### config.mk
export PLATFORM = sky130hd
export DESIGN_NAME = fetch_top
export DESIGN_NICKNAME = d
export VERILOG_FILES = /design/src/rtl/fetch_top.sv
export SDC_FILE = /design/constraint.sdc
export NUM_CORES = 1
export LEC_CHECK = 0
export ABC_CLOCK_PERIOD_IN_PS = 3280
export BUFFER_PORTS_ARGS = -buffer_cell sky130_fd_sc_hd__buf_4
export CAP_MARGIN = 25
export CORE_MARGIN = 2
export CORE_UTILIZATION = 53
export DETAILED_ROUTE_END_ITERATION = 6
export GPL_TIMING_DRIVEN = 0
export HOLD_SLACK_MARGIN = 0.08
export PLACE_DENSITY = 0.84
export SLEW_MARGIN = 20
export SYNTH_ARGS = -nofsm -noshare
export SYNTH_HDL_FRONTEND = slang
export SYNTH_SLANG_ARGS = --single-unit
export TNS_END_PERCENT = 100
### constraint.sdc
create_clock -name clk -period 3.28 [get_ports clk]
set_clock_uncertainty 0.15 [all_clocks]
set_input_delay 0.328 -clock clk [delete_from_list [all_inputs] [get_ports clk]]
set_output_delay 0.328 -clock clk [all_outputs]
set_load 0.02 [all_outputs]
### src/rtl/fetch_top.sv
// rtl/fetch_top.sv - instruction fetch unit: sequential fetch, response FIFO, redirect flush
// Optional FETCH_BYPASS_EN: a response to an empty FIFO is presented to decode in the same cycle.
module fetch_top #(
  parameter int                    DATA_WIDTH = 32,
  parameter int                    DEPTH      = 4,
  parameter logic [DATA_WIDTH-1:0] RESET_PC   = '0
) (
  input  logic                  clk,
  input  logic                  rst,
  input  logic                  redirect,
  input  logic [DATA_WIDTH-1:0] redirect_pc,
  output logic                  imem_req,
  output logic [DATA_WIDTH-1:0] imem_addr,
  input  logic                  imem_rvalid,
  input  logic [DATA_WIDTH-1:0] imem_rdata,
  output logic                  instr_valid,
  input  logic                  instr_ready,
  output logic [DATA_WIDTH-1:0] instr,
  output logic [DATA_WIDTH-1:0] instr_pc
);

  localparam int AW = $clog2(DEPTH);
  localparam int CW = AW + 1;
  localparam logic [CW-1:0] DEPTH_C = CW'(DEPTH);
  localparam logic [CW:0]   DEPTH_W = (CW + 1)'(DEPTH);

  logic [DATA_WIDTH-1:0] pc;
  logic [DATA_WIDTH-1:0] resp_pc;
  logic [CW-1:0]         count;
  logic [CW-1:0]         inflight;
  logic [CW-1:0]         discard;
  logic [AW-1:0]         rd_ptr;
  logic [AW-1:0]         wr_ptr;
  logic [DATA_WIDTH-1:0] mem_data [DEPTH];
  logic [DATA_WIDTH-1:0] mem_pc   [DEPTH];

  logic [CW:0] used;
  logic        head_valid;
  logic        keep_rsp;
  logic        bypass;
  logic        push;
  logic        pop;

  // Credit counts buffered words plus responses that will still be kept.
  assign used       = {1'b0, count} + {1'b0, inflight - discard};
  assign imem_req   = rst && !redirect && (inflight < DEPTH_C) && (used < DEPTH_W);
  assign imem_addr  = pc;

  assign head_valid = (count != '0);
  assign keep_rsp   = imem_rvalid && (discard == '0) && !redirect;

`ifdef FETCH_BYPASS_EN
  assign bypass = !head_valid && keep_rsp;
`else
  assign bypass = 1'b0;
`endif

  assign instr_valid = (head_valid || bypass) && !redirect;
  assign instr       = bypass ? imem_rdata : mem_data[rd_ptr];
  assign instr_pc    = bypass ? resp_pc    : mem_pc[rd_ptr];

  assign pop  = instr_valid && instr_ready && head_valid;
  assign push = keep_rsp && !(bypass && instr_ready);

  always_ff @(posedge clk or negedge rst) begin
    if (!rst) begin
      pc       <= RESET_PC;
      resp_pc  <= RESET_PC;
      count    <= '0;
      inflight <= '0;
      discard  <= '0;
      rd_ptr   <= '0;
      wr_ptr   <= '0;
      for (int i = 0; i < DEPTH; i++) begin
        mem_data[i] <= '0;
        mem_pc[i]   <= '0;
      end
    end else if (redirect) begin
      // Everything still outstanding after this cycle is stale and must be dropped.
      pc       <= redirect_pc;
      resp_pc  <= redirect_pc;
      count    <= '0;
      rd_ptr   <= '0;
      wr_ptr   <= '0;
      inflight <= inflight - CW'(imem_rvalid);
      discard  <= inflight - CW'(imem_rvalid);
    end else begin
      if (imem_req) begin
        pc <= pc + DATA_WIDTH'(4);
      end
      inflight <= inflight + CW'(imem_req) - CW'(imem_rvalid);
      if (imem_rvalid && (discard != '0)) begin
        discard <= discard - CW'(1);
      end
      if (keep_rsp) begin
        resp_pc <= resp_pc + DATA_WIDTH'(4);
      end
      if (push) begin
        mem_data[wr_ptr] <= imem_rdata;
        mem_pc[wr_ptr]   <= resp_pc;
        wr_ptr           <= wr_ptr + AW'(1);
      end
      if (pop) begin
        rd_ptr <= rd_ptr + AW'(1);
      end
      count <= count + CW'(push) - CW'(pop);
    end
  end

endmodule

# --- Yosys cells after proc, flatten, opt, wreduce, memory -nomap -nowiden ---
# Index checks and enable logic that the tools add are counted.
totals:
  ram_bits: 0
  elab_cells: 76
  latch_bits: 0
  ff_bits: 333
  rom_bits: 0
  n_memories: 0
  in_bits: 69
op_classes:
  n_bitwise: 3
  n_shift: 0
  addsub: 12
  mux: 22
  n_mul: 0
  div: 0
  n_reduce_logical: 19
  n_lt_le_gt_ge: 5
  eq_ne: 0
op_table:
  columns: ["operator", "n"]
  rows:
  - ["two-way mux 32 bit", 9]
  - ["bitwise mux 128 bit", 2]
  - ["binary-select mux 32 bit (select 2 bit)", 2]
  - ["adder 32 x 3 -> 32 bit (second input constant)", 2]
  - ["demux 32 bit (select 2 bit)", 1]
  - ["two-way mux 3 bit", 4]
  - ["logical AND 1 bit", 10]
  - ["subtractor 3 x 1 -> 3 bit", 3]
  - ["two-way mux 2 bit", 4]
  - ["nonzero test 2 bit", 4]
  - ["adder 3 x 1 -> 3 bit", 2]
  - [">= comparator 3 bit (second input constant)", 2]
  - ["inverter 2 -> 3 bit", 2]
  - ["nonzero test 3 bit", 2]
  - ["adder 2 x 1 -> 2 bit (second input constant)", 2]
  - ["adder 3 x 3 -> 4 bit", 1]
  - ["< comparator 4 x 3 -> 1 bit (second input constant)", 1]
  - ["zero test 3 bit", 1]
  - ["< comparator 3 x 1 -> 1 bit (second input constant)", 1]
  - ["< comparator 3 bit (second input constant)", 1]
  - ["subtractor 3 x 1 -> 3 bit (second input constant)", 1]
  - ["subtractor 3 bit", 1]
  - ["AND reduction 2 bit", 1]
  - ["zero test 1 bit", 1]
  - ["inverter 1 bit", 1]

# --- Depth between registers and ports, before layout ---
# Gate-level depths: netlist (run 1).
depth:
  depth_word: 7
  ltp_mapped: 17
  ltp_nobuf: 15

# --- Worst setup path after synthesis (run 1) ---
# OpenSTA, ideal clock, no wires.
synth_timing:
  path_type: "register to register"
  start: "register inflight[0]"
  end: "register inflight[2]"
  required_ns: 2.999
  n_path_buf: 2
  arrival_ns: 3.346
  stages_incl_launch_ff: 18
  setup_time_ns: 0.131
  setup_slack_ns: -0.347
  path_cell_list: "dfrtp_1 -> inv_1 -> ha_1 -> inv_1 -> fa_1 -> xor2_1 -> xnor2_1 -> ha_1 -> or4_4 -> or3_1 -> buf_2 -> clkinv_2 -> buf_4 -> ha_1 -> fa_1 -> xor2_1 -> o21ai_0 -> xor2_1"
synth_between:
  elab_chain_len: 7
  word_cells_on_any_way: 10
synth_lines:
  columns: ["item", "line", "rtl"]
  rows:
  - ["start, declared", "30", "logic [CW-1:0] inflight;"]
  - ["start signal, assigned", "85", "inflight <= inflight - CW'(imem_rvalid);"]
  - ["start signal, assigned", "91", "inflight <= inflight + CW'(imem_req) - CW'(imem_rvalid);"]
  - ["subtractor 3 bit", "45", "assign used = {1'b0, count} + {1'b0, inflight - discard};"]
  - ["adder 3 x 3 -> 4 bit", "45", null]
  - ["< comparator 4 x 3 -> 1 bit", "46", "assign imem_req = rst && !redirect && (inflight < DEPTH_C) && (used < DEPTH_W);"]
  - ["logical AND 1 bit (*)", "46", null]
  - ["via imem_req", "12", "output logic imem_req,"]
  - ["adder 3 x 1 -> 3 bit (*)", "91", null]
  - ["subtractor 3 x 1 -> 3 bit (*)", "91", null]
  - ["two-way mux 3 bit (*)", "78", "end else if (redirect) begin"]
# The timed path passes the listed nets; every way through them passes the cells marked *.
# A chain may end at the register's enable or synchronous reset.

# --- Worst setup path after layout (run 1) ---
layout_timing:
  start: "register inflight[0]"
  end: "output imem_req"
layout_between:
  elab_chain_len: 4
  word_cells_on_any_way: 6
layout_lines:
  columns: ["item", "line"]
  rows:
  - ["subtractor 3 bit", "45"]
  - ["adder 3 x 3 -> 4 bit", "45"]
  - ["< comparator 4 x 3 -> 1 bit", "46"]
  - ["logical AND 1 bit (*)", "46"]
  - ["end, declared", "12"]
# Every way passes the cells marked *; elsewhere a longest branch is shown, timed or not.

==> impl_metrics.prom, run 1 <==
# TYPE chip_impl_metric gauge
chip_impl_metric{name="vdd_drop_max",unit="V"} 0.0005144
chip_impl_metric{name="power.density_cell_area",unit="mW/mm^2"} 783.0
chip_impl_metric{name="detailedRoute.firstIterationViolations",unit=""} 772
chip_impl_metric{name="regToRegSetupSlack",unit="ns"} -0.29
chip_impl_metric{name="initial_core_util",unit="%"} 53.77
chip_impl_info{name="timing.rr.start",value="inflight[0]$_DFF_PN0_"} 1
chip_impl_metric{name="nNetsFinal",unit=""} 1499
chip_impl_metric{name="wl_per_cell",unit="um"} 21.66
chip_impl_info{name="run_status",value="complete, but fails checks"} 1
chip_impl_metric{name="worst_r2r_path_depth",unit=""} 16
chip_impl_metric{name="worstMarginPinSlew",unit="ns"} 0.9448
chip_impl_metric{name="grt.total_usage",unit="%"} 26.05
chip_impl_metric{name="final.setup.worst_slack",unit="ns"} -0.3971
chip_impl_metric{name="hold_viol_final",unit=""} 0
chip_impl_info{name="setup.worst_path.class",value="register to output port"} 1
chip_impl_metric{name="cp.arrival",unit="ns"} 3.20
chip_impl_metric{name="yosys.cell_types.count",unit=""} 58
chip_impl_info{name="timing.hold.worst.class",value="input pin to register"} 1
chip_impl_metric{name="yosys_warnings",unit=""} 0
chip_impl_metric{name="chipHeight",unit="um"} 174.6
chip_impl_metric{name="number_of_h_tree_levels",unit=""} 2
chip_impl_metric{name="max_cap_viol_count",unit=""} 0
chip_impl_metric{name="ctsLongestPathBuffers",unit=""} 3
chip_impl_metric{name="clk-insertion-delay-late",unit="ns"} 0.51
chip_impl_metric{name="fp-row-count",unit=""} 62
chip_impl_metric{name="final_replace_weighted_congestion",unit=""} 0.8946
chip_impl_info{name="worst_setup_path_end_kind",value="output port"} 1
chip_impl_metric{name="drcViolationCount",unit=""} 0
chip_impl_metric{name="post-place-cells",unit=""} 1671
chip_impl_metric{name="grt-ovfl-total",unit=""} 0
chip_impl_metric{name="timing.final.crit_period",unit="ns"} 3.677
chip_impl_metric{name="worst-path-max-fanout",unit=""} 4
chip_impl_metric{name="cts_buffers",unit=""} 34
chip_impl_info{name="failed_checks",value="negative setup slack"} 1
chip_impl_metric{name="achievable-frequency",unit="MHz"} 272.0
chip_impl_metric{name="grt_pass1_vias",unit=""} 11500
chip_impl_metric{name="slew_viol_final",unit=""} 0
chip_impl_metric{name="postSynthNetCount",unit=""} 1207
chip_impl_metric{name="finalCritPeriodShare",unit="%"} 112.1
chip_impl_metric{name="clock_sink_count",unit=""} 333
chip_impl_metric{name="post_route_insts_no_fill",unit=""} 1817
chip_impl_info{name="synth_most_common_cell",value="sky130_fd_sc_hd__dfrtp_1"} 1
chip_impl_info{name="setup_repair_after_global_routing_missed_its_margin",value="true"} 1
chip_impl_metric{name="numPortBuffers",unit=""} 166
chip_impl_metric{name="worst_hold_path_cells",unit=""} 5
chip_impl_metric{name="synth_edf_count",unit=""} 0
chip_impl_info{name="synth_top_cell_by_area",value="sky130_fd_sc_hd__dfrtp_1"} 1
chip_impl_info{name="min_to",value="resp_pc[3]$_DFFE_PN0N_"} 1
chip_impl_metric{name="synth_top_cell_area_share",unit="%"} 53.99
chip_impl_metric{name="synthesis.area",unit="mm^2"} 0.01543
chip_impl_metric{name="synth.avg_cell_area",unit="um^2"} 13.80
chip_impl_metric{name="maxSlewHeadroom",unit="%"} 37.01
chip_impl_metric{name="seq_area_frac_synth",unit="%"} 53.99
chip_impl_metric{name="wl",unit="um"} 39360
chip_impl_info{name="worstReg2RegEnd",value="inflight[2]$_DFF_PN0_"} 1
chip_impl_metric{name="die_area",unit="mm^2"} 0.03050
chip_impl_metric{name="post_route_cells_drive_above_1_share",unit="%"} 44.03
chip_impl_metric{name="residual_antenna_violating_net_count_after_detailed_routing",unit=""} 0
chip_impl_info{name="synthFlopType",value="sky130_fd_sc_hd__dfrtp_1"} 1
chip_impl_metric{name="p_leak",unit="nW"} 9.010
chip_impl_metric{name="syn_inst",unit=""} 1118
chip_impl_metric{name="area.growth.synth_to_final",unit="%"} 26.49
chip_impl_metric{name="vias",unit=""} 10776
chip_impl_metric{name="dr.pass1.iters",unit=""} 6
chip_impl_info{name="cts.root.buffer_cell",value="sky130_fd_sc_hd__clkbuf_16"} 1
chip_impl_metric{name="grt_antenna_before_repair",unit=""} 0
chip_impl_metric{name="final_design_area_no_fill",unit="mm^2"} 0.01952
chip_impl_metric{name="grt_first_pass_wirelength",unit="um"} 62350
chip_impl_metric{name="pin_count",unit=""} 167
chip_impl_info{name="min_from",value="imem_rvalid"} 1
chip_impl_metric{name="setup_viol_count_final",unit=""} 32
chip_impl_metric{name="design.core.area",unit="mm^2"} 0.02870
chip_impl_metric{name="post_dp_cell_area",unit="mm^2"} 0.01729
chip_impl_info{name="ys_top_cells_by_count",value="sky130_fd_sc_hd__dfrtp_1, sky130_fd_sc_hd__mux2_2, sky130_fd_sc_hd__nand2_1, sky130_fd_sc_hd__mux4_2, sky130_fd_sc_hd__clkbuf_1"} 1
chip_impl_metric{name="clock_pin_slew_worst_setup_and_hold_paths",unit="ns"} 0.07
chip_impl_info{name="synth.top_cells.by_area",value="sky130_fd_sc_hd__dfrtp_1, sky130_fd_sc_hd__mux2_2, sky130_fd_sc_hd__mux4_2, sky130_fd_sc_hd__nand2_1, sky130_fd_sc_hd__o21ai_0"} 1
chip_impl_info{name="cts_tree",value="built"} 1
chip_impl_metric{name="route.detailed.vias_per_inst",unit=""} 5.931
chip_impl_metric{name="flop_and_latch_count_out_of_synthesis",unit=""} 333
chip_impl_metric{name="die_w",unit="um"} 174.6
chip_impl_metric{name="antenna_cells",unit=""} 0
chip_impl_metric{name="detailedPlacementHpwl",unit="um"} 25130
chip_impl_metric{name="async_sr_flop_fraction",unit="%"} 100.0
chip_impl_metric{name="grt_max_degree",unit=""} 106
chip_impl_metric{name="cp_data_required_time",unit="ns"} 2.80
chip_impl_info{name="cp_startpoint_kind",value="register"} 1
[registers in the layout, summed over array words and instances, names as in the netlist, 3 cells and up]
signal     count
count          3
resp_pc       32
discard        3
inflight       3
mem_pc       128
imem_addr     32
mem_data     128
[worst max-delay path, stage by stage (launching register included)]
cell and delay, ns:
sky130_fd_sc_hd__dfrtp_1 0.37, sky130_fd_sc_hd__inv_2 0.09, sky130_fd_sc_hd__ha_4 0.13, sky130_fd_sc_hd__inv_2 0.03, sky130_fd_sc_hd__fa_2 0.34, sky130_fd_sc_hd__xor2_2 0.15
sky130_fd_sc_hd__xnor2_1 0.13, sky130_fd_sc_hd__ha_1 0.19, sky130_fd_sc_hd__or4_4 0.55, sky130_fd_sc_hd__or3_4 0.39, sky130_fd_sc_hd__clkinv_4 0.08, sky130_fd_sc_hd__buf_12 0.12
sky130_fd_sc_hd__buf_6 0.11
[worst max-delay path by stage]
| stage | cells past startpoint | to | startpoint | slack (ns) |
|---|---|---|---|---|
| 2_1_floorplan | 17 | inflight[2]$_DFF_PN0_ | inflight[0]$_DFF_PN0_ | -0.17 |
| 3_3_place_gp | 11 | inflight[2]$_DFF_PN0_ | rst | -2.24 |
| 3_5_place_dp | 17 | inflight[2]$_DFF_PN0_ | inflight[0]$_DFF_PN0_ | -0.40 |
| 4_1_cts | 12 | imem_req | inflight[0]$_DFF_PN0_ | -0.50 |
| 5_1_grt | 12 | imem_req | inflight[0]$_DFF_PN0_ | -0.47 |
| 6_report | 12 | imem_req | inflight[0]$_DFF_PN0_ | -0.40 |
[timing repair]
| action | in CTS | in global routing |
|---|---|---|
| setup buffers | 17 | 3 |
| endpoints found under the hold margin | 253 | 0 |
| pin swaps | 24 | 9 |
| gates resized for setup | 60 | 11 |
| endpoints found under the setup margin | 36 | 34 |
| cloned | 2 | 0 |
| hold buffers | 66 | 0 |
[metal layers]
metal / wire length [um] / part of all wire, % / vias up / global-route usage (%)
li1: - / - / 4686 / -
met1: 15930 / 40 / 5573 / 34.46
met2: 19950 / 51 / 431 / 44.40
met3: 2474 / 6.3 / 86 / 4.373
met4: 1011 / 2.6 / 0 / 8.090
met5: 0 / 0 / - / 0
[area by class of cell]
cell class | count | area, um^2
clock buffer | 48 | 1025
fill | 1888 | 9180
multi-input combinational | 689 | 6865
tap | 384 | 480.5
inverter | 24 | 95.09
timing repair buffer | 257 | 2232
buffer | 71 | 341.6
sequential | 333 | 8333
clock inverter | 11 | 150.1
[cell usage in the layout (no fill, tap or decap), types with 6 or more instances in the layout]
cell type,Yosys,routed
sky130_fd_sc_hd__buf_4,1,175
sky130_fd_sc_hd__nor3_1,8,8
sky130_fd_sc_hd__mux2_2,254,252
sky130_fd_sc_hd__o211ai_1,15,15
sky130_fd_sc_hd__o21ai_2,0,6
sky130_fd_sc_hd__xnor2_1,23,23
sky130_fd_sc_hd__ha_1,17,15
sky130_fd_sc_hd__mux4_2,64,64
sky130_fd_sc_hd__nor2_1,29,24
sky130_fd_sc_hd__clkbuf_16,0,35
sky130_fd_sc_hd__nand3_1,34,32
sky130_fd_sc_hd__o21ai_0,43,34
sky130_fd_sc_hd__buf_6,1,11
sky130_fd_sc_hd__and3_1,9,9
sky130_fd_sc_hd__a21oi_1,7,7
sky130_fd_sc_hd__dfrtp_1,333,333
sky130_fd_sc_hd__buf_2,19,17
sky130_fd_sc_hd__nand2b_1,6,6
sky130_fd_sc_hd__clkbuf_1,44,46
sky130_fd_sc_hd__xor2_1,23,22
sky130_fd_sc_hd__inv_1,22,19
sky130_fd_sc_hd__nand4_1,18,18
sky130_fd_sc_hd__nand2_1,69,66
sky130_fd_sc_hd__and4_1,6,6
sky130_fd_sc_hd__dlygate4sd3_1,0,66
sky130_fd_sc_hd__clkbuf_8,0,10
sky130_fd_sc_hd__buf_1,7,6
[cells by family (layout without fill, tap and decap cells)]
kind of cell,after synthesis,count (layout),synth area share (%)
mux,318,318,27.87
compound gates,95,95,3.964
fa+ha+maj,20,20,1.767
buf+inv,96,411,2.570
flops,333,333,53.99
xor+xnor,46,46,2.610
simple gates,210,210,7.223
[per-stage QoR]
step,utilization [%],setup TNS (ns),power [W],setup slack [ns],hold slack (ns)
final,68.02,-4.935,0.01529,-0.3971,0.1567
after global placement,59.91,-447.40,0.01057,-2.236,0.3069
after global routing,68.02,-7.674,0.01595,-0.4676,0.1568
after CTS,67.80,-7.242,0.01522,-0.5042,0.1228
after detailed placement,60.22,-3.584,0.01081,-0.3974,0.1630
after floorplan,-,-0.3162,0.008849,-0.1652,-0.1176
[where the power goes]
group	internal (W)	switching [W]	total [W]	leakage [nW]
Sequential	0.00501	0.000634	0.00564	4.36
Combinational	0.00285	0.00275	0.00559	4.07
Clock	0.00242	0.00163	0.00405	0.575
Note: power is estimated with default switching activity, not from simulation.
==> run 2, diff against run 1 <==
--- a/config.mk
+++ b/config.mk
@@ -14,6 +14,7 @@
 export GPL_TIMING_DRIVEN = 0
 export HOLD_SLACK_MARGIN = 0.08
 export PLACE_DENSITY = 0.84
+export SKIP_CTS_REPAIR_TIMING = 1
 export SLEW_MARGIN = 20
 export SYNTH_ARGS = -nofsm -noshare
 export SYNTH_HDL_FRONTEND = slang
==> impl_metrics.prom, run 2 (synthesis results as in run 1) <==
# TYPE chip_impl_metric gauge
chip_impl_info{name="biggestRegsByFlops",value="mem_data (128), mem_pc (128)"} 1
chip_impl_metric{name="chipHeight",unit="um"} 174.6
chip_impl_info{name="mostFrequentLayoutCells",value="sky130_fd_sc_hd__dfrtp_1, sky130_fd_sc_hd__mux2_2, sky130_fd_sc_hd__buf_4, sky130_fd_sc_hd__nand2_1"} 1
chip_impl_metric{name="worst-path-max-fanout",unit=""} 5
chip_impl_metric{name="final.setup.worst_slack",unit="ns"} -0.5434
chip_impl_metric{name="vdd_drop_max",unit="V"} 0.0004285
chip_impl_metric{name="grt_pass1_vias",unit=""} 10732
chip_impl_metric{name="vias",unit=""} 10733
chip_impl_metric{name="achievable-frequency",unit="MHz"} 261.5
chip_impl_info{name="cts.root.buffer_cell",value="sky130_fd_sc_hd__clkbuf_16"} 1
chip_impl_metric{name="grt.total_usage",unit="%"} 24.23
chip_impl_metric{name="post-route-util",unit="%"} 67.79
chip_impl_metric{name="regArea",unit="mm^2"} 0.008333
chip_impl_metric{name="worstMarginPinSlew",unit="ns"} 0.9040
chip_impl_metric{name="pin_count",unit=""} 167
chip_impl_metric{name="grt_antenna_before_repair",unit=""} 1
chip_impl_metric{name="nFillCells",unit=""} 1901
chip_impl_metric{name="ctsLongestPathBuffers",unit=""} 3
chip_impl_metric{name="detailedPlacementHpwl",unit="um"} 25130
chip_impl_metric{name="setup_viol_count_final",unit=""} 34
chip_impl_metric{name="clock_sink_count",unit=""} 333
chip_impl_metric{name="p_leak",unit="nW"} 9.017
chip_impl_metric{name="switching_power",unit="W"} 0.005002
chip_impl_metric{name="clock_pin_slew_worst_setup_and_hold_paths",unit="ns"} 0.07
chip_impl_metric{name="whs",unit="ns"} 0.06713
chip_impl_metric{name="area.growth.synth_to_final",unit="%"} 26.06
chip_impl_metric{name="final_replace_weighted_congestion",unit=""} 0.8946
chip_impl_metric{name="design.core.area",unit="mm^2"} 0.02870
chip_impl_metric{name="initial_core_util",unit="%"} 53.77
chip_impl_info{name="timing.hold.worst.class",value="input pin to register"} 1
chip_impl_info{name="worst_setup_path_end_kind",value="output port"} 1
chip_impl_metric{name="nNetsFinal",unit=""} 1496
chip_impl_metric{name="die_w",unit="um"} 174.6
chip_impl_metric{name="area_of_the_multi_input_gates",unit="mm^2"} 0.006885
chip_impl_metric{name="cp_data_required_time",unit="ns"} 2.80
chip_impl_metric{name="power.share.switching",unit="%"} 32.84
chip_impl_metric{name="grt_max_degree",unit=""} 106
chip_impl_info{name="setup.worst_path.class",value="register to output port"} 1
chip_impl_metric{name="die_area",unit="mm^2"} 0.03050
chip_impl_info{name="failed_checks",value="negative setup slack"} 1
chip_impl_metric{name="power_report.internal_total",unit="W"} 0.01023
chip_impl_metric{name="numPortBuffers",unit=""} 166
chip_impl_metric{name="finalCritPeriodShare",unit="%"} 116.6
chip_impl_metric{name="clk-insertion-delay-late",unit="ns"} 0.50
chip_impl_info{name="crit_slowest_cell",value="sky130_fd_sc_hd__or4_4"} 1
chip_impl_metric{name="drcViolationCount",unit=""} 0
chip_impl_metric{name="post-place-ws",unit="ns"} -0.3974
chip_impl_info{name="cts_tree",value="built"} 1
chip_impl_metric{name="cp.arrival",unit="ns"} 3.35
chip_impl_metric{name="detailedRoute.firstIterationViolations",unit=""} 801
chip_impl_metric{name="grt-ovfl-total",unit=""} 0
chip_impl_metric{name="cts_buffers",unit=""} 34
chip_impl_metric{name="power.density_cell_area",unit="mW/mm^2"} 782.8
chip_impl_metric{name="wl",unit="um"} 39260
chip_impl_metric{name="dr.pass1.iters",unit=""} 5
chip_impl_metric{name="max_cap_viol_count",unit=""} 0
chip_impl_metric{name="maxSlewHeadroom",unit="%"} 39.73
chip_impl_metric{name="wl_per_cell",unit="um"} 21.63
chip_impl_metric{name="slew_viol_final",unit=""} 0
chip_impl_info{name="setup_repair_after_global_routing_missed_its_margin",value="true"} 1
chip_impl_info{name="run_status",value="complete, but fails checks"} 1
chip_impl_metric{name="crit_path_max_incr_delay",unit="ns"} 0.55
chip_impl_info{name="cp_startpoint_kind",value="register"} 1
chip_impl_metric{name="residual_antenna_violating_net_count_after_detailed_routing",unit=""} 0
chip_impl_info{name="cells_traversed_along_the_worst_timing_path",value="inv_2, ha_4, inv_2, fa_2, xor2_2, xnor2_1, ha_1, or4_4, or3_4, clkinv_4, buf_12, buf_6"} 1
chip_impl_metric{name="fp-row-count",unit=""} 62
chip_impl_metric{name="number_of_h_tree_levels",unit=""} 2
chip_impl_metric{name="post_route_cells_drive_above_1_share",unit="%"} 44.34
chip_impl_metric{name="route.detailed.vias_per_inst",unit=""} 5.913
chip_impl_info{name="path_common_cell",value="sky130_fd_sc_hd__inv_2"} 1
chip_impl_metric{name="p_total",unit="W"} 0.01523
chip_impl_metric{name="timing.final.crit_period",unit="ns"} 3.823
chip_impl_info{name="layout.cells.most_common",value="sky130_fd_sc_hd__dfrtp_1"} 1
chip_impl_metric{name="power_frac_seq",unit="%"} 37.0
chip_impl_metric{name="power.clock.fraction",unit="%"} 26.6
chip_impl_metric{name="grt_first_pass_wirelength",unit="um"} 58200
chip_impl_metric{name="power_frac_comb",unit="%"} 36.3
chip_impl_metric{name="hold_viol_final",unit=""} 0
## run 2: worst paths after layout
path                                              from  slack [ns]  cells past startpoint                        end
worst max register to register   inflight[0]$_DFF_PN0_       -0.43                     16      inflight[2]$_DFF_PN0_
max in group asynchronous                          rst        1.40                      4      mem_pc[7]$_DFFE_PN0P_
worst min-delay path                   redirect_pc[10]        0.07                      3  imem_addr[10]$_DFFE_PN0P_
worst max-delay path             inflight[0]$_DFF_PN0_       -0.54                     12                   imem_req
min in group asynchronous                          rst        0.20                      2   mem_data[76]$_DFFE_PN0P_
worst min register to register  mem_pc[91]$_DFFE_PN0P_        0.33                      2     mem_pc[91]$_DFFE_PN0P_
## run 2: metrics by stage
step	std cells	setup TNS, ns	cell area (um^2)
6_report	1815	-8.067	19460
3_3_place_gp	1668	-447.40	17200
5_1_grt	1815	-10.33	19460
4_1_cts	1730	-5.322	18460
3_5_place_dp	1671	-3.584	17290
2_1_floorplan	1118	-0.3162	15470
## run 2: cell type report
type | instances | area share (%)
flip-flops and latches | 333 | 42.83
multi-input cells | 689 | 35.39
repair buffers | 254 | 11.07
clock buffers | 48 | 5.267
well taps | 384 | 2.469
plain buffers | 71 | 1.704
clock inverters | 11 | 0.7717
inverters | 24 | 0.4887
diodes | 1 | 0.01286
## run 2: critical path: cells and delay by family (launching register included)
kind / cells / cell delay (ns)
buf+inv: 5 / 0.42
fa+ha+maj: 3 / 0.76
flops: 1 / 0.38
simple gates: 2 / 1.00
xor+xnor: 2 / 0.28
## run 2: per-layer routing
layer / wire length [um] / track usage, % / up-vias
met5: 0 / 0 / -
met4: 1002 / 6.250 / 0
met3: 2428 / 3.634 / 81
met2: 19960 / 40.33 / 447
met1: 15870 / 33.81 / 5522
li1: - / - / 4683
## run 2: power groups by stage
| stage | Sequential, W | Clock (W) | Combinational [W] |
|---|---|---|---|
| 4_1_cts | 0.00560 | 0.00410 | 0.00521 |
| 3_5_place_dp | 0.00565 | 0 | 0.00516 |
| 2_1_floorplan | 0.00554 | 0 | 0.00331 |
| 6_report | 0.00564 | 0.00405 | 0.00553 |
| 5_1_grt | 0.00573 | 0.00428 | 0.00587 |
| 3_3_place_gp | 0.00557 | 0 | 0.00499 |
==> run 3, diff against run 2 <==
--- a/config.mk
+++ b/config.mk
@@ -5,15 +5,16 @@
 export SDC_FILE = /design/constraint.sdc
 export NUM_CORES = 1
 export LEC_CHECK = 0
+export ABC_AREA = 1
 export ABC_CLOCK_PERIOD_IN_PS = 3280
 export BUFFER_PORTS_ARGS = -buffer_cell sky130_fd_sc_hd__buf_4
 export CAP_MARGIN = 25
 export CORE_MARGIN = 2
-export CORE_UTILIZATION = 53
+export CORE_UTILIZATION = 54
 export DETAILED_ROUTE_END_ITERATION = 6
 export GPL_TIMING_DRIVEN = 0
 export HOLD_SLACK_MARGIN = 0.08
-export PLACE_DENSITY = 0.84
+export PLACE_DENSITY = 0.85
 export SKIP_CTS_REPAIR_TIMING = 1
 export SLEW_MARGIN = 20
 export SYNTH_ARGS = -nofsm -noshare
==> impl_metrics.prom, run 3 <==
# TYPE chip_impl_metric gauge
chip_impl_metric{name="final.setup.worst_slack",unit="ns"} -0.1666
chip_impl_metric{name="seq_area_frac_synth",unit="%"} 52.04
chip_impl_metric{name="ctsLongestPathBuffers",unit=""} 3
chip_impl_metric{name="postSynthNetCount",unit=""} 2067
chip_impl_metric{name="synth.avg_cell_area",unit="um^2"} 8.095
chip_impl_info{name="mostFrequentLayoutCells",value="sky130_fd_sc_hd__nand2_1, sky130_fd_sc_hd__dfrtp_1, sky130_fd_sc_hd__o21ai_0, sky130_fd_sc_hd__nor2_1, sky130_fd_sc_hd__buf_4"} 1
chip_impl_info{name="biggestRegsByFlops",value="mem_data (128), mem_pc (128)"} 1
chip_impl_metric{name="post-route-util",unit="%"} 67.68
chip_impl_metric{name="drcViolationCount",unit=""} 0
chip_impl_metric{name="maxSlewHeadroom",unit="%"} 48.21
chip_impl_metric{name="final_replace_weighted_congestion",unit=""} 0.9373
chip_impl_metric{name="achievable-frequency",unit="MHz"} 290.1
chip_impl_metric{name="yosys.cell_types.count",unit=""} 38
chip_impl_metric{name="chipHeight",unit="um"} 176.2
chip_impl_metric{name="antenna_cells",unit=""} 0
chip_impl_metric{name="cts_buffers",unit=""} 36
chip_impl_metric{name="grt-ovfl-total",unit=""} 0
chip_impl_metric{name="route.detailed.vias_per_inst",unit=""} 5.857
chip_impl_metric{name="clk-insertion-delay-late",unit="ns"} 0.52
chip_impl_metric{name="worst-path-max-fanout",unit=""} 8
chip_impl_info{name="setup_repair_after_global_routing_missed_its_margin",value="true"} 1
chip_impl_metric{name="die_w",unit="um"} 176.2
chip_impl_metric{name="p_leak",unit="nW"} 9.578
chip_impl_metric{name="die_area",unit="mm^2"} 0.03104
chip_impl_metric{name="post_dp_cell_area",unit="mm^2"} 0.01784
chip_impl_metric{name="synthXorXnorAreaFrac",unit="%"} 1.149
chip_impl_metric{name="timing.final.crit_period",unit="ns"} 3.447
chip_impl_metric{name="flop_and_latch_count_out_of_synthesis",unit=""} 333
chip_impl_metric{name="compound_gate_portion_of_the_synthesized_area",unit="%"} 17.93
chip_impl_metric{name="synth_edf_count",unit=""} 0
chip_impl_info{name="synthFlopType",value="sky130_fd_sc_hd__dfrtp_1"} 1
chip_impl_metric{name="area.growth.synth_to_final",unit="%"} 24.29
chip_impl_metric{name="yosys-mux-area-fraction",unit="%"} 0
chip_impl_metric{name="whs",unit="ns"} -0.3401
chip_impl_metric{name="clock_sink_count",unit=""} 333
chip_impl_info{name="largest_family_of_logic_cells_by_synthesized_area",value="simple AND/OR/NAND/NOR gates"} 1
chip_impl_metric{name="grt.total_usage",unit="%"} 32.06
chip_impl_metric{name="initial_core_util",unit="%"} 54.46
chip_impl_metric{name="grt_pass1_vias",unit=""} 15302
chip_impl_metric{name="clock_pin_slew_worst_setup_and_hold_paths",unit="ns"} 0.06
chip_impl_metric{name="hold_viol_final",unit=""} 88
chip_impl_metric{name="vias",unit=""} 15650
chip_impl_metric{name="number_of_h_tree_levels",unit=""} 2
chip_impl_metric{name="numPortBuffers",unit=""} 165
chip_impl_metric{name="pin_count",unit=""} 167
chip_impl_metric{name="slew_viol_final",unit=""} 0
chip_impl_metric{name="post_route_cells_drive_above_1_share",unit="%"} 15.64
chip_impl_info{name="ys_top_cells_by_count",value="sky130_fd_sc_hd__nand2_1, sky130_fd_sc_hd__dfrtp_1, sky130_fd_sc_hd__o21ai_0, sky130_fd_sc_hd__nor2_1, sky130_fd_sc_hd__inv_1"} 1
chip_impl_metric{name="grt_max_degree",unit=""} 94
chip_impl_info{name="cts.root.buffer_cell",value="sky130_fd_sc_hd__clkbuf_16"} 1
chip_impl_metric{name="async_sr_flop_fraction",unit="%"} 100.0
chip_impl_metric{name="power.density_cell_area",unit="mW/mm^2"} 841.7
chip_impl_info{name="timing.hold.worst.class",value="input pin to async pin"} 1
chip_impl_info{name="cp_startpoint_kind",value="register"} 1
chip_impl_info{name="synth_most_common_cell",value="sky130_fd_sc_hd__nand2_1"} 1
chip_impl_metric{name="regArea",unit="mm^2"} 0.008333
chip_impl_info{name="synth.top_cells.by_area",value="sky130_fd_sc_hd__dfrtp_1, sky130_fd_sc_hd__nand2_1, sky130_fd_sc_hd__o21ai_0, sky130_fd_sc_hd__nor2_1, sky130_fd_sc_hd__o21ai_1"} 1
chip_impl_info{name="cts_tree",value="built"} 1
chip_impl_metric{name="grt_first_pass_wirelength",unit="um"} 79300
chip_impl_info{name="setup.worst_path.class",value="register to output port"} 1
chip_impl_metric{name="fp-row-count",unit=""} 63
chip_impl_metric{name="vdd_drop_max",unit="V"} 0.0003816
chip_impl_metric{name="detailedPlacementHpwl",unit="um"} 33450
chip_impl_info{name="layout.cells.most_common",value="sky130_fd_sc_hd__nand2_1"} 1
chip_impl_metric{name="area_of_the_multi_input_gates",unit="mm^2"} 0.006631
chip_impl_metric{name="grt_antenna_before_repair",unit=""} 0
chip_impl_metric{name="p_total",unit="W"} 0.01675
chip_impl_metric{name="cp.arrival",unit="ns"} 2.97
chip_impl_metric{name="setup_viol_count_final",unit=""} 3
chip_impl_info{name="run_status",value="complete, but fails checks"} 1
chip_impl_metric{name="post_synth_and_or_nand_nor_area_fraction",unit="%"} 20.34
chip_impl_metric{name="cp_data_required_time",unit="ns"} 2.80
chip_impl_metric{name="max_cap_viol_count",unit=""} 0
chip_impl_metric{name="finalCritPeriodShare",unit="%"} 105.1
chip_impl_info{name="synth_top_cell_by_area",value="sky130_fd_sc_hd__dfrtp_1"} 1
chip_impl_metric{name="worstMarginPinSlew",unit="ns"} 0.7769
chip_impl_metric{name="syn_inst",unit=""} 1978
chip_impl_metric{name="synthesis.area",unit="mm^2"} 0.01601
chip_impl_info{name="failed_checks",value="negative hold slack, negative setup slack"} 1
chip_impl_metric{name="final_design_area_no_fill",unit="mm^2"} 0.01990
chip_impl_metric{name="synthAdderAreaFrac",unit="%"} 1.704
chip_impl_metric{name="yosys_warnings",unit=""} 0
chip_impl_metric{name="detailedRoute.firstIterationViolations",unit=""} 1613
chip_impl_metric{name="synth_top_cell_area_share",unit="%"} 52.04
chip_impl_info{name="worst_setup_path_end_kind",value="output port"} 1
chip_impl_metric{name="dr.pass1.iters",unit=""} 5
chip_impl_metric{name="residual_antenna_violating_net_count_after_detailed_routing",unit=""} 0
chip_impl_metric{name="wl_per_cell",unit="um"} 18.95
chip_impl_metric{name="nFillCells",unit=""} 2272
chip_impl_metric{name="design.core.area",unit="mm^2"} 0.02940
chip_impl_metric{name="wl",unit="um"} 50630
chip_impl_metric{name="nNetsFinal",unit=""} 2345
run 3: cell types whose count changed in the layout (fill, tap and decap cells not counted), sizes merged, moves of 29 or more:
cell   previous run  this run
mux4             64         0
mux2            254         0
nand3            35        64
o22ai             0        64
nor2             29       214
inv              25       144
o21ai            45       428
buf             217       259
nand2            69       502
run 3: layer usage:
layer | wire (um) | global-route usage (%)
met5 | 0 | 0
met4 | 2062 | 13.09
met3 | 4408 | 5.792
met2 | 24590 | 53.25
met1 | 19570 | 41.77
run 3: critical path: stages, from the launching register on:
cell and delay, ns:
sky130_fd_sc_hd__dfrtp_1 0.38, sky130_fd_sc_hd__inv_2 0.09, sky130_fd_sc_hd__ha_4 0.13, sky130_fd_sc_hd__inv_2 0.04
sky130_fd_sc_hd__fa_2 0.40, sky130_fd_sc_hd__xnor2_2 0.17, sky130_fd_sc_hd__xor2_1 0.19, sky130_fd_sc_hd__ha_1 0.26
sky130_fd_sc_hd__nor2_2 0.13, sky130_fd_sc_hd__nand3_2 0.11, sky130_fd_sc_hd__nor2_4 0.27, sky130_fd_sc_hd__buf_12 0.18
sky130_fd_sc_hd__buf_8 0.11
run 3: cell type report:
| cell class | instances | share of cell area [%] |
|---|---|---|
| flip-flops and latches | 333 | 41.87 |
| multi-input cells | 1387 | 33.32 |
| repair buffers | 241 | 10.37 |
| clock buffers | 47 | 5.193 |
| plain buffers | 115 | 2.873 |
| inverters | 142 | 2.678 |
| well taps | 390 | 2.452 |
| clock inverters | 17 | 1.232 |
run 3: kinds of logic after synthesis:
kind of cell / after synthesis
simple gates: 803
buf+inv: 258
fa+ha+maj: 20
flops: 333
compound gates: 543
xor+xnor: 21
run 3: power by group:
| group | switching (W) | internal (W) | leakage (nW) | total, W |
|---|---|---|---|---|
| logic | 0.00408 | 0.00248 | 4.53 | 0.00656 |
| registers | 0.000736 | 0.00505 | 4.41 | 0.00579 |
| clock network | 0.00171 | 0.00270 | 0.635 | 0.00440 |
| total | 0.00652 | 0.0102 | 9.58 | 0.0168 |
run 3: path summary, 6_finish.rpt:
| check | slack [ns] | endpoint | start | depth (start not counted) |
|---|---|---|---|---|
| max | -0.17 | imem_req | inflight[0]$_DFF_PN0_ | 12 |
| min | -0.34 | mem_data[9]$_DFFE_PN0P_ | rst | 1 |
| max reg2reg | -0.11 | inflight[2]$_DFF_PN0_ | inflight[0]$_DFF_PN0_ | 17 |
| min reg2reg | 0.34 | mem_pc[82]$_DFFE_PN0P_ | mem_pc[82]$_DFFE_PN0P_ | 2 |
| max in group asynchronous | 1.94 | imem_addr[15]$_DFFE_PN0P_ | rst | 3 |
| min in group clk | 0.12 | imem_addr[21]$_DFFE_PN0P_ | redirect | 3 |
run 3: through the flow:
stage / setup TNS (ns) / setup slack (ns) / std cells
6_report: -0.2895 / -0.1666 / 2672
5_1_grt: -0.7504 / -0.2935 / 2672
4_1_cts: -1.097 / -0.4275 / 2600
3_5_place_dp: -0.6315 / -0.3793 / 2536
3_3_place_gp: -466.77 / -2.327 / 2533
2_1_floorplan: 0 / 0.01935 / 1978
